===== src/rtl/seq_detect_param_if.sv =====
// ----------------------------------------------------------------------------
// seq_detect_param_if
//   Bundles the serial stream, the run-time configuration and the detector
//   status outputs of seq_detect_param. clk and rst stay plain module ports.
//
//   master : stream/config source (drives data_in .. overlap_en)
//   slave  : the detector (drives out, armed, cfg_err, match_cnt)
//
//   data_in     serial data bit
//   in_valid    qualifies data_in
//   cfg_load    latch pattern/pat_len/overlap_en and restart the search
//   pattern     pattern bits, pattern[pat_len-1] is first on the wire
//   pat_len     active pattern length, legal 1..PAT_W
//   overlap_en  1 = overlapping matches, 0 = non-overlapping
//   out         one-cycle match pulse
//   armed       detector is searching
//   cfg_err     sticky illegal-length flag
//   match_cnt   saturating match count (zero unless MATCH_CNT_EN)
// ----------------------------------------------------------------------------
interface seq_detect_param_if #(
    parameter int PAT_W = 8,
    parameter int LEN_W = 4,
    parameter int CNT_W = 16
) ();
    logic             data_in;
    logic             in_valid;
    logic             cfg_load;
    logic [PAT_W-1:0] pattern;
    logic [LEN_W-1:0] pat_len;
    logic             overlap_en;
    logic             out;
    logic             armed;
    logic             cfg_err;
    logic [CNT_W-1:0] match_cnt;

    modport master (
        output data_in, in_valid, cfg_load, pattern, pat_len, overlap_en,
        input  out, armed, cfg_err, match_cnt
    );

    modport slave (
        input  data_in, in_valid, cfg_load, pattern, pat_len, overlap_en,
        output out, armed, cfg_err, match_cnt
    );
endinterface


===== src/rtl/seq_detect_param.sv =====
// ----------------------------------------------------------------------------
// seq_detect_param
//   Runtime-programmable serial bit-pattern detector. A pattern of 1..PAT_W
//   bits is loaded with cfg_load; every in_valid bit is shifted into a
//   history register and a registered one-cycle pulse on bus.out marks each
//   occurrence. Overlapping or non-overlapping detection is selectable.
//
//   Ports
//     clk   rising-edge clock
//     rst   asynchronous reset, active-low
//     bus   seq_detect_param_if.slave (stream, config, status)
//
//   Build option
//     MATCH_CNT_EN  when defined, bus.match_cnt is a saturating count of
//                   matches; otherwise it is tied to zero with no flops.
//
//   state | meaning
//   ------+---------------------------------------------------
//   IDLE  | unconfigured or last load illegal; data ignored
//   RUN   | configured; searching the qualified stream
// ----------------------------------------------------------------------------
module seq_detect_param #(
    parameter int PAT_W = 8,
    parameter int LEN_W = 4,
    parameter int CNT_W = 16
) (
    input  logic                clk,
    input  logic                rst,
    seq_detect_param_if.slave   bus
);

    typedef enum logic {IDLE = 1'b0, RUN = 1'b1} state_t;

    state_t           state;
    logic [PAT_W-1:0] hist_q;
    logic [PAT_W-1:0] pat_q;
    logic [LEN_W-1:0] len_q;
    logic [LEN_W-1:0] fill_q;
    logic             ovl_q;
    logic             out_q;
    logic             armed_q;
    logic             err_q;

    logic             len_legal;
    logic [PAT_W-1:0] hist_next;
    logic [LEN_W-1:0] fill_next;
    logic             pat_eq;
    logic             hit;

    // Matching works on the post-shift history so the pulse follows the
    // edge that samples the final pattern bit.
    always_comb begin
        len_legal = (bus.pat_len != '0) && (int'(bus.pat_len) <= PAT_W);
        hist_next = {hist_q[PAT_W-2:0], bus.data_in};
        fill_next = (int'(fill_q) >= PAT_W) ? fill_q : fill_q + 1'b1;
        pat_eq    = 1'b1;
        for (int i = 0; i < PAT_W; i++) begin
            if ((i < int'(len_q)) && (hist_next[i] != pat_q[i])) begin
                pat_eq = 1'b0;
            end
        end
        // cfg_load takes priority over a coincident data bit.
        hit = (state == RUN) && bus.in_valid && !bus.cfg_load &&
              (fill_next >= len_q) && pat_eq;
    end

`ifdef MATCH_CNT_EN
    logic [CNT_W-1:0] cnt_q;
`endif

    always_ff @(posedge clk or negedge rst) begin
        if (!rst) begin
            state   <= IDLE;
            hist_q  <= '0;
            pat_q   <= '0;
            len_q   <= '0;
            fill_q  <= '0;
            ovl_q   <= 1'b0;
            out_q   <= 1'b0;
            armed_q <= 1'b0;
            err_q   <= 1'b0;
`ifdef MATCH_CNT_EN
            cnt_q   <= '0;
`endif
        end else begin
            out_q <= hit;
            if (bus.cfg_load) begin
                hist_q <= '0;
                fill_q <= '0;
                if (len_legal) begin
                    pat_q   <= bus.pattern;
                    len_q   <= bus.pat_len;
                    ovl_q   <= bus.overlap_en;
                    err_q   <= 1'b0;
                    state   <= RUN;
                    armed_q <= 1'b1;
`ifdef MATCH_CNT_EN
                    cnt_q   <= '0;
`endif
                end else begin
                    err_q   <= 1'b1;
                    state   <= IDLE;
                    armed_q <= 1'b0;
                end
            end else if ((state == RUN) && bus.in_valid) begin
                hist_q <= hist_next;
                // Non-overlapping: a hit consumes its bits, so the next
                // match needs a full pattern of fresh bits.
                fill_q <= (hit && !ovl_q) ? '0 : fill_next;
`ifdef MATCH_CNT_EN
                if (hit && (cnt_q != '1)) begin
                    cnt_q <= cnt_q + 1'b1;
                end
`endif
            end
        end
    end

    assign bus.out     = out_q;
    assign bus.armed   = armed_q;
    assign bus.cfg_err = err_q;
`ifdef MATCH_CNT_EN
    assign bus.match_cnt = cnt_q;
`else
    assign bus.match_cnt = '0;
`endif

endmodule


===== src/flat_wrapper.sv =====
// flat-port wrapper written by rule: the top's interface ports become plain ports
module seq_detect_param_flat 
#(
    parameter int PAT_W = 8,
    parameter int LEN_W = 4,
    parameter int CNT_W = 16
)
  (clk, rst, bus_data_in, bus_in_valid, bus_cfg_load, bus_pattern, bus_pat_len, bus_overlap_en, bus_out, bus_armed, bus_cfg_err, bus_match_cnt);
  seq_detect_param_if #(.PAT_W(PAT_W), .LEN_W(LEN_W), .CNT_W(CNT_W)) bus_i ();
  input  logic clk;
  input  logic rst;
  input wire logic [$bits(bus_i.data_in)-1:0] bus_data_in;
  input wire logic [$bits(bus_i.in_valid)-1:0] bus_in_valid;
  input wire logic [$bits(bus_i.cfg_load)-1:0] bus_cfg_load;
  input wire logic [$bits(bus_i.pattern)-1:0] bus_pattern;
  input wire logic [$bits(bus_i.pat_len)-1:0] bus_pat_len;
  input wire logic [$bits(bus_i.overlap_en)-1:0] bus_overlap_en;
  output wire logic [$bits(bus_i.out)-1:0] bus_out;
  output wire logic [$bits(bus_i.armed)-1:0] bus_armed;
  output wire logic [$bits(bus_i.cfg_err)-1:0] bus_cfg_err;
  output wire logic [$bits(bus_i.match_cnt)-1:0] bus_match_cnt;
  assign bus_i.data_in = bus_data_in;
  assign bus_i.in_valid = bus_in_valid;
  assign bus_i.cfg_load = bus_cfg_load;
  assign bus_i.pattern = bus_pattern;
  assign bus_i.pat_len = bus_pat_len;
  assign bus_i.overlap_en = bus_overlap_en;
  assign bus_out = bus_i.out;
  assign bus_armed = bus_i.armed;
  assign bus_cfg_err = bus_i.cfg_err;
  assign bus_match_cnt = bus_i.match_cnt;
  seq_detect_param #(.PAT_W(PAT_W), .LEN_W(LEN_W), .CNT_W(CNT_W)) u_core (.clk(clk), .rst(rst), .bus(bus_i));
endmodule

===== config.mk =====
export PLATFORM = sky130hd
export DESIGN_NAME = seq_detect_param_flat
export DESIGN_NICKNAME = d
export VERILOG_FILES = /design/src/rtl/seq_detect_param_if.sv /design/src/rtl/seq_detect_param.sv /design/src/flat_wrapper.sv
export SDC_FILE = /design/constraint.sdc
export NUM_CORES = 1
export LEC_CHECK = 0
export CAP_MARGIN = 20
export CORE_UTILIZATION = 52
export DETAILED_ROUTE_END_ITERATION = 10
export PLACE_DENSITY_LB_ADDON = 0.2
export SLEW_MARGIN = 20
export SYNTH_ARGS = -nofsm -noshare
export SYNTH_HDL_FRONTEND = slang
export SYNTH_SLANG_ARGS = --single-unit

===== constraint.sdc =====
create_clock -name clk -period 3.4 [get_ports clk]
set_input_delay 0.51 -clock clk [delete_from_list [all_inputs] [get_ports clk]]
set_output_delay 0.51 -clock clk [all_outputs]
set_load 0.05 [all_outputs]

==> out/metrics.cfg <==
[pwr]
p_int_w = 0.0004836
p_sw_w = 0.0002471
power_density_nw_per_um2 = 428.5
p_clk_share_pct = 19.7
power_frac_seq_pct = 52.5
p_leak_nw = 0.7901
switching_share_pct = 33.82
combPwrFrac_pct = 27.8
peakVddDrop_mv = 0.2860

[setup_path]
r2r-end = u_core.fill_q[0]
cp.required_ns = 3.63
crit_path_max_fanout = 7
crit_path_end_kind = flip-flop
start_kind = flip-flop
timing_worst_setup_path_type = flip-flop to flip-flop
worstRegToRegCells = 9
arrival_ns = 2.61
reg2reg_from = u_core.fill_q[0]
rrSetupSlack_ns = 1.03

[global_routing]
grt_overflow = 0
track_usage_pct = 18.02
antenna_found_initial = 0
grt_pass1_wl_mm = 4.402
grt_max_degree = 28
grt_pass1_vias = 991

[routing]
drt_iter0_drc = 33
drc_errors = 0
wl_per_cell_um = 14.07
vias = 1010
firstDrtPassIters = 4
routed_via_density = 5.580
ant_nets = 0
drt_wl_total_mm = 2.547

[floorplan]
dieArea_um2 = 3119
core_um2 = 2758
initial_core_util_pct = 54.67
die_width_um = 55.85
io_pins = 37
die_h_um = 55.85
num_rows = 19

[synthesis]
synthArstFlopShare_pct = 100.0
ys_warn_count = 0
synth_largest_area_cell = dfrtp_1
postSynthAreaPerCell_um2 = 11.69
ys_types = 33
ys_top_cells_by_count = 27 x dfrtp_1, 17 x buf_4, 13 x mux2_2
yosysTopAreaCellShare_pct = 44.81
yosysMostFrequentCell = dfrtp_1
synth_seq_cells = 27
yosysSeqAreaShare_pct = 44.81
ys_top_cells_by_area = dfrtp_1 45%, mux2_2 9.7%, buf_4 8.5%
synthCells = 129
synth-edff-count = 0
synthesis.area_um2 = 1508
synth_flop_cell = dfrtp_1

[min_path]
hp-start = u_core.bus.cfg_err
whs_path_depth = 1
whs_endpoint = u_core.bus.cfg_err
hp-class = flip-flop to flip-flop

[clock_tree]
ctsResizeCount = 0
cts_max_level = 1
cts_setup_buffers = 0
cts_sinks = 27
clock_path_buffers = 2
cts_root_buf = clkbuf_4
path_clk_slew_ns = 0.15
cts_tree = done
cts_buffers = 3
hold_buffers = 0
clock_latency_ns = 0.33

[timing]
min_period_over_period_pct = 69.81
hold_viol = 0
period_needed_ns = 2.374
finClkSkew_ns = 0.007792
worst_pin_slew_ns = 0.9544
timing.fmax_mhz = 421.3
fin_tns_setup_ns = 0
relSlewSlack_pct = 36.37
rsz0062_at_grt = no
slew_violations = 0
setup_viol = 0

[run_status]
status = complete, no violations

[placed_design]
postPlaceCellArea_um2 = 1675
finalWeightedCongestion = 0.7233
port_buffers = 20
dp_hpwl_mm = 1.941

[cells_and_area]
ff_latch_area_um2 = 675.6
num-nets-final = 175
multiInputGateArea_um2 = 726.9
fillers = 234
final_cell_area_um2 = 1705
syn_to_final_growth_pct = 13.11
diodes = 0
drive_above_1_share_pct = 19.33

[flow_run]
maxCapViolCount = 0

layer usage:
layer	track usage, %	vias up	part of all wire [%]
met4	5.923	0	1.2
met2	30.81	40	47
met5	0	-	0
li1	-	468	-
met3	2.791	4	5.1
met1	23.51	498	47
final cells by class:
type | instances | share of cell area, %
repair buffers | 21 | 12.18
clock buffers | 3 | 1.321
inverters | 7 | 1.541
clock inverters | 1 | 0.4402
well taps | 31 | 2.274
multi-input cells | 91 | 42.63
flip-flops and latches | 27 | 39.62
per-stage QoR:
step	power (W)	worst slack [ns]	util (%)	hold WS, ns	cells
floorplan	0.0005474	1.274	-	0.2144	144
global placement	0.0005852	1.098	60.75	0.4733	177
detailed placement	0.0005945	1.022	60.75	0.4741	177
CTS	0.0007365	1.013	61.84	0.5117	181
global route	0.0007736	0.8466	61.84	0.5297	181
finish	0.0007308	1.026	61.84	0.5049	181
logic make-up after synthesis:
| family | Yosys count | synth area share (%) |
|---|---|---|
| buffers and inverters | 26 | 10.71 |
| AO/OA/AOI/OAI | 29 | 15.60 |
| XOR/XNOR | 11 | 6.391 |
| other | 1 | 0.2487 |
| AND/OR/NAND/NOR | 16 | 7.552 |
| flip-flops | 27 | 44.81 |
| adder cells (fa/ha/maj) | 6 | 4.979 |
| multiplexers | 13 | 9.710 |
worst max path at each step:
stage	startpoint	end	slack, ns	cells after the start
floorplan	u_core.fill_q[0]	u_core.fill_q[0]	1.27	9
global placement	bus_cfg_load	u_core.fill_q[1]	1.10	7
detailed placement	bus_cfg_load	u_core.fill_q[0]	1.02	7
CTS	u_core.fill_q[0]	u_core.fill_q[0]	1.01	9
global route	u_core.fill_q[0]	u_core.fill_q[0]	0.85	9
finish	u_core.fill_q[0]	u_core.fill_q[0]	1.03	9
layout by cell type (no fill, tap or decap), types with 5 or more instances in the layout:
master           instances
xor2_1                   9
clkdlybuf4s50_1         20
dfrtp_1                 27
inv_1                    7
ha_1                     6
a22o_1                   5
a22o_2                   5
a21oi_1                  5
conb_1                  16
mux2_2                  13
power by group through the flow:
stage	Clock (W)	Sequential (W)	Combinational, W
2_1_floorplan	0	0.000392	0.000155
3_3_place_gp	0	0.000388	0.000197
3_5_place_dp	0	0.000390	0.000205
4_1_cts	0.000147	0.000384	0.000206
5_1_grt	0.000164	0.000389	0.000221
6_report	0.000144	0.000384	0.000203
sequential cells by signal, summed over array words and instances (netlist names):
name and count:
u_core.pat_q 8, u_core.len_q 4, u_core.bus.out 1, u_core.bus.armed 1, u_core.bus.cfg_err 1, u_core.fill_q 4, u_core.hist_q 7, u_core.ovl_q 1
worst max-delay path, cell delays in order (launching register included):
cell	delay (ns)
dfrtp_1	0.49
inv_1	0.07
ha_1	0.29
mux2_2	0.28
ha_1	0.28
a211oi_1	0.06
o21bai_1	0.20
nor4b_4	0.29
nor2_2	0.09
a31o_1	0.23
(Power assumes the default switching activity.)
